**config.mk**
```make
export PLATFORM = sky130hd
export DESIGN_NAME = counter_sequencer
export DESIGN_NICKNAME = d
export VERILOG_FILES = /design/src/rtl/counter_sequencer.sv
export SDC_FILE = /design/constraint.sdc
export NUM_CORES = 1
export LEC_CHECK = 0
export BUFFER_PORTS_ARGS = -buffer_cell sky130_fd_sc_hd__buf_2
export CAP_MARGIN = 20
export CORE_MARGIN = 1.5
export CORE_UTILIZATION = 40
export DETAILED_ROUTE_END_ITERATION = 8
export PLACE_DENSITY_LB_ADDON = 0.3
export SETUP_SLACK_MARGIN = 0.4
export SYNTH_ARGS = -nofsm -noshare
export SYNTH_HDL_FRONTEND = slang
export SYNTH_SLANG_ARGS = --single-unit
```
**constraint.sdc**
```tcl
create_clock -name clk -period 3.45 [get_ports clk]
set_input_delay 1.035 -clock clk [delete_from_list [all_inputs] [get_ports clk]]
set_output_delay 1.035 -clock clk [all_outputs]
set_load 0.02 [all_outputs]
```
**src/rtl/counter_sequencer.sv**
```systemverilog
// Purpose : control FSM plus WIDTH-bit up/down count register; sequences q from a
//           latched start value to a latched terminal value with pause/stop/restart.
// Latency : start accepted at edge n -> q=ld_val after n, first step at n+1;
//           done is a registered one-cycle pulse in the first DONE cycle.
// Backpres: none; pause freezes q, stop returns to IDLE holding q, start is
//           ignored while busy.
//
// Ports:
//   clk       in   1      rising-edge clock
//   clr       in   1      asynchronous reset, active-high (q, state, latches, done -> 0)
//   start     in   1      level; accepted in IDLE/DONE: loads q, latches operands, enters RUN
//   pause     in   1      level; RUN -> PAUSE while high, PAUSE -> RUN when low
//   stop      in   1      level; any state -> IDLE, q holds (highest priority)
//   dir       in   1      1 = count up, 0 = count down (latched on accepted start)
//   ld_val    in   WIDTH  start value (latched on accepted start)
//   term_val  in   WIDTH  terminal value (latched on accepted start)
//   q         out  WIDTH  current count (registered)
//   busy      out  1      state is RUN or PAUSE
//   done      out  1      one-cycle completion pulse (registered)
//   state     out  2      00 IDLE, 01 RUN, 10 PAUSE, 11 DONE
//
// Build option: COUNTER_SEQUENCER_AUTO_RELOAD_EN -- when defined, reaching the
// terminal count in RUN reloads the latched start value and stays in RUN, pulsing
// done once per period; DONE is then unreachable.

module counter_sequencer #(
  parameter int WIDTH = 4
) (
  input  logic             clk,
  input  logic             clr,
  input  logic             start,
  input  logic             pause,
  input  logic             stop,
  input  logic             dir,
  input  logic [WIDTH-1:0] ld_val,
  input  logic [WIDTH-1:0] term_val,
  output logic [WIDTH-1:0] q,
  output logic             busy,
  output logic             done,
  output logic [1:0]       state
);

  typedef enum logic [1:0] {
    ST_IDLE  = 2'b00,
    ST_RUN   = 2'b01,
    ST_PAUSE = 2'b10,
    ST_DONE  = 2'b11
  } state_e;

  state_e           state_q, state_d;
  logic [WIDTH-1:0] count_q, count_d;
  logic [WIDTH-1:0] term_q,  term_d;
  logic             dir_q,   dir_d;
  logic             done_q,  done_d;
`ifdef COUNTER_SEQUENCER_AUTO_RELOAD_EN
  // The start value only needs to be kept when it is re-used at every period end.
  logic [WIDTH-1:0] ld_q,    ld_d;
`endif

  logic             accept_start;
  logic             run_active;
  logic             at_term;
  logic [WIDTH-1:0] step_val;

  // start counts only in IDLE/DONE and loses to stop on the same edge.
  assign accept_start = start && !stop &&
                        ((state_q == ST_IDLE) || (state_q == ST_DONE));
  // RUN cycle that is neither stopped nor paused: terminal check or step.
  assign run_active   = (state_q == ST_RUN) && !stop && !pause;
  assign at_term      = (count_q == term_q);
  // Natural modulo-2^WIDTH wrap in both directions.
  assign step_val     = dir_q ? (count_q + WIDTH'(1)) : (count_q - WIDTH'(1));

  // ---------------- state register ----------------
  always_ff @(posedge clk or posedge clr) begin
    if (clr) begin
      state_q <= ST_IDLE;
      count_q <= '0;
      term_q  <= '0;
      dir_q   <= 1'b0;
      done_q  <= 1'b0;
`ifdef COUNTER_SEQUENCER_AUTO_RELOAD_EN
      ld_q    <= '0;
`endif
    end else begin
      state_q <= state_d;
      count_q <= count_d;
      term_q  <= term_d;
      dir_q   <= dir_d;
      done_q  <= done_d;
`ifdef COUNTER_SEQUENCER_AUTO_RELOAD_EN
      ld_q    <= ld_d;
`endif
    end
  end

  // ---------------- next-state logic ----------------
  always_comb begin
    state_d = state_q;
    case (state_q)
      ST_IDLE: begin
        if (accept_start) state_d = ST_RUN;
      end
      ST_RUN: begin
        if (stop)         state_d = ST_IDLE;
        else if (pause)   state_d = ST_PAUSE;
`ifdef COUNTER_SEQUENCER_AUTO_RELOAD_EN
        else              state_d = ST_RUN;
`else
        else if (at_term) state_d = ST_DONE;
`endif
      end
      ST_PAUSE: begin
        if (stop)         state_d = ST_IDLE;
        else if (!pause)  state_d = ST_RUN;
      end
      ST_DONE: begin
        if (stop)              state_d = ST_IDLE;
        else if (accept_start) state_d = ST_RUN;
      end
      default: state_d = ST_IDLE;
    endcase
  end

  // ---------------- datapath next values ----------------
  always_comb begin
    count_d = count_q;
    term_d  = term_q;
    dir_d   = dir_q;
    done_d  = 1'b0;
`ifdef COUNTER_SEQUENCER_AUTO_RELOAD_EN
    ld_d    = ld_q;
`endif
    if (accept_start) begin
      count_d = ld_val;
      term_d  = term_val;
      dir_d   = dir;
`ifdef COUNTER_SEQUENCER_AUTO_RELOAD_EN
      ld_d    = ld_val;
`endif
    end else if (run_active) begin
      if (at_term) begin
        // Terminal is seen one edge after q reaches it, so done lands in the
        // first cycle of DONE (or of the reloaded period).
        done_d  = 1'b1;
`ifdef COUNTER_SEQUENCER_AUTO_RELOAD_EN
        count_d = ld_q;
`endif
      end else begin
        count_d = step_val;
      end
    end
  end

  // ---------------- outputs ----------------
  always_comb begin
    busy  = (state_q == ST_RUN) || (state_q == ST_PAUSE);
    state = state_q;
    q     = count_q;
    done  = done_q;
  end

endmodule

```
---- Yosys cells after proc, flatten, opt, wreduce, memory -nomap -nowiden ----
Index checks and enable logic that the tools add are counted.
storage, ports and cells
  bits in registers ....................... 12
  output and inout port bits .............. 8
cells by class
  add/sub/neg operators ................... 2
  reductions and logical operators ........ 12
  multiplexer cells ....................... 15
  equal/unequal tests ..................... 7
operators with widths
  operator               count
  $mux W4                4
  $mux W2                7
  $pmux W2 S4            1
  $add A4 B1 Y4 const B  1
  $eq A2 B2 Y1 const B   2
  $eq A4 B4 Y1           1
  $logic_and A1 B1 Y1    4
  $ne A4 B4 Y1 const B   1
  $reduce_and A2 Y1      2
  $sub A4 B1 Y4 const B  1
  $mux W1                3
  $ne A3 B3 Y1 const B   1
  $eq A2 B1 Y1 const B   1
  $logic_not A1 Y1       2
  $logic_not A2 Y1       1
  $logic_or A1 B1 Y1     2
  $ne A2 B2 Y1 const B   1
  $reduce_bool A2 Y1     1

---- Logic depth before layout (Yosys ltp) ----
Gate-level depths: netlist (run 1).
  depth after elaboration ................. 6
  gate-level depth with buffers ........... 6

---- Worst setup path before layout (run 1) ----
No wires, ideal clock.
  path type ............................... in2reg
  from .................................... input stop
  to ...................................... register count_q[3], in the netlist q[3]
  setup slack ............................. 1,253 ps
  library setup time ...................... 132 ps
  required time ........................... 3,318 ps
  data arrival time ....................... 2,065 ps
  buffers on the path ..................... 1
  stages .................................. 5
  cells stage by stage .................... buf_6 or3b_4 nand3_1 o211ai_1 or3b_1
on the way
  word-level cells in the longest chain between the ends .. 5
  elaborated cells between the ends (all ways) .. 9
  classes of those cells .................. eq/ne (1); mux (1); reduce/logical (7)
ends and longest elaborated chain
  element                                                       RTL line  source
  from (decl)                                                   33        input logic stop,
  $logic_not A1 Y1 (*)                                          66, 69
  $logic_and A1 B1 Y1 (on tied branches) (2 in a row)           66, 69
  $ne A2 B2 Y1 (no line) or $reduce_bool A2 Y1 (tied branches)  -
  $reduce_and A2 Y1 (no line)                                   -
  to (signal assigned)                                          87        count_q <= count_d;
  to (decl)                                                     51        logic [WIDTH-1:0] count_q, count_d;
Mark *: on every way between the ends. The rest lies on a longest branch, timed or not.
A chain may end at the register's enable or synchronous reset.

---- Final worst setup path (run 1) ----
  from .................................... register state_q[1], in the netlist state[1]
  to ...................................... output busy
on the way
  word-level cells in the longest chain between the ends .. 2
  elaborated cells between the ends (all ways) .. 3
  classes of those cells .................. eq/ne (2); reduce/logical (1)
ends and longest elaborated chain
  element                                       RTL line  source
  from (decl)                                   50        state_e state_q, state_d;
  from (signal assigned)                        86        state_q <= state_d;
  $eq A2 B1 Y1 or $eq A2 B2 Y1 (tied branches)  157       busy = (state_q == ST_RUN) || (state_q == ST_PAUSE);
  $logic_or A1 B1 Y1 (*)                        157
  to (decl)                                     38        output logic busy,
Marked as above.

==> flow_summary.json, run 1 <==
{
  "critical_path_arrival_ps": 1340,
  "nNetsFinal": 122,
  "synthSimpleGateAreaFrac_pct": 15.1,
  "yosysWarnings": 0,
  "vdd_drop_max_uv": 398,
  "grt-ovfl-total": 0,
  "grt_pass1_vias": 587,
  "synth_compound_area_share_pct": 13.8,
  "n_antenna_cell": 0,
  "slew_headroom_pct": 70.1,
  "multi_input_area_um2": 450,
  "power.leakage_nw": 0.464,
  "initial_core_util_pct": 44.3,
  "syn_area_um2": 790,
  "fmax_ghz": 0.421,
  "wl_um": 1420,
  "dp_hpwl_um": 1170,
  "synth_fp_nets": 97,
  "regArea_um2": 300,
  "clk_latency_ps": 270,
  "fin_crit_ps": 2370,
  "grt_pass1_wl_um": 2410,
  "fillerInstances": 168,
  "drv_cap": 0,
  "die_w_um": 47.4,
  "synthTopCellsByArea": "dfrtp_1 (38%), ha_1 (9.5%), mux2_2 (5.7%), xnor2_1 (4.4%), mux2i_1 (3.8%)",
  "ys_seq_area_share_pct": 38.0,
  "antenna_found_initial": 0,
  "cts_resized": 0,
  "clock_skew_ps": 0.557,
  "yosys.area.top_type_share_pct": 38.0,
  "dieArea_um2": 2250,
  "root_buffer": "clkbuf_4",
  "rsz0062_at_grt": "no",
  "cp-end-kind": "output port",
  "yosys_register_bits": 12,
  "via_count": 638,
  "status": "completed",
  "routedWlPerCell_um": 11.4,
  "area_growth_pct": 20.8,
  "grt_usage_pct": 15.3,
  "ios": 22,
  "hold_viol_final": 0,
  "path_class": "register to output port",
  "grt_max_degree": 13,
  "gp_congestion": 0.752,
  "syn_inst": 76,
  "syn_area_per_cell_um2": 10.4,
  "synth-edff-count": 0,
  "row_count": 15,
  "finalSetupTns_ps": 0,
  "htreeDepth": 1,
  "tightest_slew_ps": 448,
  "cts_tree": "yes",
  "yosysTopAreaCell": "dfrtp_1",
  "worstSetupStartpointType": "register",
  "via_per_inst": 5.10,
  "dp_cells": 121,
  "holdBufCountCts": 0,
  "setup_viol": 0,
  "cts.sinks": 12,
  "synth.distinct_cells": 27,
  "firstDrtPassIters": 4,
  "ctsLongestPathBuffers": 2,
  "p_per_area_nw_per_um2": 882,
  "post-route-util_pct": 53.5,
  "synth_top_family_by_area": "simple AND/OR/NAND/NOR gates",
  "clkTransAtPathRegs_ps": 70,
  "crit_required_ps": 2410,
  "synth-xor-area-share_pct": 6.66,
  "finalNonFillerCells": 125,
  "dieHeight_um": 47.4,
  "yosys.area_share.adder_pct": 12.0,
  "period_share_pct": 68.8,
  "port_buffers": 21,
  "yosys.cell_count.top_type": "dfrtp_1",
  "cts_made_buffers": 3,
  "drc": 0,
  "synthMuxAreaShare_pct": 9.51,
  "hold_path.class": "register to register",
  "yosys-top-cells-count": "dfrtp_1 (12), nand2_1 (7), ha_1 (6), inv_1 (6), a21oi_1 (5)",
  "core_um2": 1780,
  "slew_viol_final": 0,
  "ys.flop_type": "dfrtp_1",
  "drive_above_1_share_pct": 34.0,
  "post-cts-setup-buffers": 0,
  "async_flop_share_pct": 100,
  "first_iter_violations": 10,
  "antenna_left": 0,
  "crit_path_max_fanout": 5
}
-- state kept, by name (all words and copies together) (netlist names) --
signal  flops
q           4
term_q      4
state       2
done        1
dir_q       1
-- cells by family after synthesis --
kind of cell	count (synthesis)
adder cells (fa/ha/maj)	7
AO/OA/AOI/OAI	16
flip-flops	12
AND/OR/NAND/NOR	20
XOR/XNOR	6
buffers and inverters	8
multiplexers	7
-- routing by layer --
metal | wire length (µm) | global-route usage [%]
met1 | 658 | 19.6
met2 | 659 | 25.7
met3 | 79 | 2.26
met4 | 25 | 6.67
met5 | 0 | 0
-- metrics by stage --
step / setup slack, ps / hold slack [ps] / area (µm²) / total power [W]
after CTS: 1060 / 540 / 953 / 0.000851
final: 1080 / 536 / 953 / 0.000841
after detailed placement: 1020 / 523 / 917 / 0.000739
after floorplan: 1250 / 502 / 790 / 0.000624
after global routing: 995 / 559 / 953 / 0.000923
after global placement: 1050 / 515 / 917 / 0.000725
-- critical path, stage by stage, from the launching register on --
cell and delay [ps]:
dfrtp_1 430, inv_1 80, ha_1 360, buf_2 190
-- layout by cell type (no fill, tap or decap), types with 3 or more instances in the layout --
cell type,instances
a21oi_1,5
buf_2,21
clkbuf_4,3
dfrtp_1,12
ha_1,6
inv_1,6
mux2_2,4
mux2i_1,3
nand2_1,7
nor3_1,3
o21ai_0,4
xnor2_1,4
-- area by class of cell --
type / instances / area share (%)
Multi-Input combinational cell: 56 / 47.2
Sequential cell: 12 / 31.5
Tap cell: 25 / 3.28
Clock buffer: 4 / 3.81
Inverter: 6 / 2.36
Timing Repair Buffer: 22 / 11.8
-- where the power goes --
group          total (W)  internal, W  switching [W]  leakage [nW]
Clock           0.000110    0.0000642      0.0000462        0.0210
Sequential      0.000267     0.000202      0.0000649         0.147
Combinational   0.000464     0.000211       0.000252         0.296
Total           0.000841     0.000478       0.000363         0.464
-- path summary, 6_finish.rpt --
kind                                       start                     to  slack [ps]  cells past startpoint
max                         state[1]$_DFFE_PP0P_                   busy        1080                      3
min                        term_q[0]$_DFFE_PP0P_  term_q[0]$_DFFE_PP0P_         540                      1
max reg2reg                 state[0]$_DFFE_PP0P_       q[3]$_DFFE_PP0P_        1370                      7
min reg2reg                term_q[0]$_DFFE_PP0P_  term_q[0]$_DFFE_PP0P_         540                      1
max in group asynchronous                    clr       q[1]$_DFFE_PP0P_        2390                      2
min in group asynchronous                    clr  term_q[1]$_DFFE_PP0P_         750                      2
No activity file was read; power rests on OpenSTA's default activity.
==> inputs of run 2 (changes only) <==
clock period = 2 ns   (was 3.45 ns; I/O delays follow)
==> flow_summary.json, run 2 (synthesis gave the netlist of run 1 again) <==
{
  "status": "completed",
  "htreeDepth": 1,
  "highest_layer": "met4",
  "post-route-util_pct": 62.8,
  "initial_core_util_pct": 44.3,
  "grt_pass1_wl_um": 2910,
  "dr_wl_met3_um": 117,
  "core_um2": 1780,
  "slew_viol_final": 0,
  "swShare_pct": 42.7,
  "clkTransAtPathRegs_ps": 80,
  "p_switching_w": 0.000766,
  "fmax_ghz": 0.568,
  "final_common_cell": "buf_2",
  "cts_tree": "yes",
  "cts.sinks": 12,
  "slew_headroom_pct": 67.7,
  "power.internal_w": 0.00103,
  "drv_cap": 0,
  "drive_above_1_share_pct": 52.3,
  "cts_made_buffers": 3,
  "placed_cell_area_um2": 942,
  "seqPwrFrac_pct": 27.1,
  "antenna_left": 0,
  "p_comb_share_pct": 62.0,
  "routedWlPerCell_um": 14.1,
  "wl_um": 1890,
  "row_count": 15,
  "clkPwrFrac_pct": 10.9,
  "clock_skew_ps": 0.993,
  "critical_path_arrival_ps": 1920,
  "p_per_area_nw_per_um2": 1600,
  "hold_viol_final": 0,
  "tightest_slew_ps": 483,
  "regArea_um2": 305,
  "die_w_um": 47.4,
  "via_per_inst": 5.31,
  "firstDrtPassIters": 5,
  "nNetsFinal": 131,
  "power.leakage_nw": 0.523,
  "gp_congestion": 0.812,
  "grt_max_degree": 13,
  "root_buffer": "clkbuf_4",
  "crit_required_ps": 2160,
  "fillerInstances": 151,
  "dp_cells": 121,
  "wl_met1_um": 886,
  "dieHeight_um": 47.4,
  "ctsLongestPathBuffers": 2,
  "via_count": 712,
  "finalNonFillerCells": 134,
  "grt-ovfl-total": 0,
  "port_buffers": 21,
  "dp_hpwl_um": 1340,
  "rsz0062_at_grt": "yes",
  "grt_pass1_vias": 658,
  "multi_input_area_um2": 515,
  "design_area_um2": 1120,
  "vdd_drop_max_uv": 987,
  "first_iter_violations": 34,
  "finalSetupTns_ps": 0,
  "path_class": "register to register",
  "fin_crit_ps": 1760,
  "ios": 22,
  "worstSetupStartpointType": "register",
  "period_share_pct": 88.0,
  "drc": 0,
  "setup_viol": 0,
  "hold_ws_ps": 326,
  "final_cell_mix": "buf_2 (18), dfrtp_1 (8), buf_4 (8)",
  "grt_usage_pct": 19.0,
  "hold_path.class": "input pin to async pin",
  "cp-end-kind": "register",
  "n_antenna_cell": 0,
  "reg2reg_slack_ps": 240,
  "area_growth_pct": 41.8,
  "met2_length_um": 864,
  "antenna_found_initial": 0,
  "crit_path_max_fanout": 3,
  "dieArea_um2": 2250,
  "clk_latency_ps": 280
}
-- run 2: cell count changes in the layout (fill, tap and decap cells not counted), sizes merged --
cell and change:
buf +9
-- run 2: area by class of cell --
cell class | instances | area share [%]
repair buffers | 31 | 18.4
multi-input cells | 56 | 46.0
inverters | 6 | 2.23
clock buffers | 4 | 3.24
well taps | 25 | 2.79
flip-flops and latches | 12 | 27.3
-- run 2: path summary, 6_finish.rpt --
path | cells after the start | from | end
worst max-delay path | 6 | state[1]$_DFFE_PP0P_ | q[3]$_DFFE_PP0P_
worst min-delay path | 2 | clr | term_q[3]$_DFFE_PP0P_
worst max register to register | 6 | state[1]$_DFFE_PP0P_ | q[3]$_DFFE_PP0P_
worst min register to register | 1 | term_q[2]$_DFFE_PP0P_ | term_q[2]$_DFFE_PP0P_
max in group asynchronous | 2 | clr | state[0]$_DFFE_PP0P_
min in group clk | 1 | term_q[2]$_DFFE_PP0P_ | term_q[2]$_DFFE_PP0P_
-- run 2: power by group through the flow --
| stage | sequential (W) | combinational [W] | clock, W |
|---|---|---|---|
| after floorplan | 0.000518 | 0.000617 | 0 |
| after global placement | 0.000475 | 0.000838 | 0 |
| after detailed placement | 0.000484 | 0.000872 | 0 |
| after CTS | 0.000473 | 0.00101 | 0.000205 |
| after global routing | 0.000504 | 0.00121 | 0.000211 |
| final | 0.000486 | 0.00111 | 0.000195 |
-- run 2: stage by stage --
step                power (W)  setup slack [ps]
global placement      0.00131               155
floorplan             0.00114               201
CTS                   0.00168               246
global route          0.00193               200
detailed placement    0.00136               129
finish                0.00179               240
-- run 2: critical path: stages, from the launching register on --
cell and delay [ps]:
dfrtp_2 440, inv_4 80, ha_4 220, or3b_4 400
nand3_2 90, o211ai_1 80, or3b_1 340
-- run 2: what timing repair did --
| item | 4_1_cts | 5_1_grt |
|---|---|---|
| endpoints found under the setup margin | 11 | 15 |
| pin swaps | 2 | 1 |
| gates resized for setup | 10 | 12 |
| hold buffers | 0 | 0 |
| buffers inserted | 8 | 1 |
-- run 2: layer usage --
layer	vias up	GRT usage, %
met5	-	0
met4	0	5.00
met3	6	5.66
met2	28	28.9
met1	337	26.5
li1	341	-
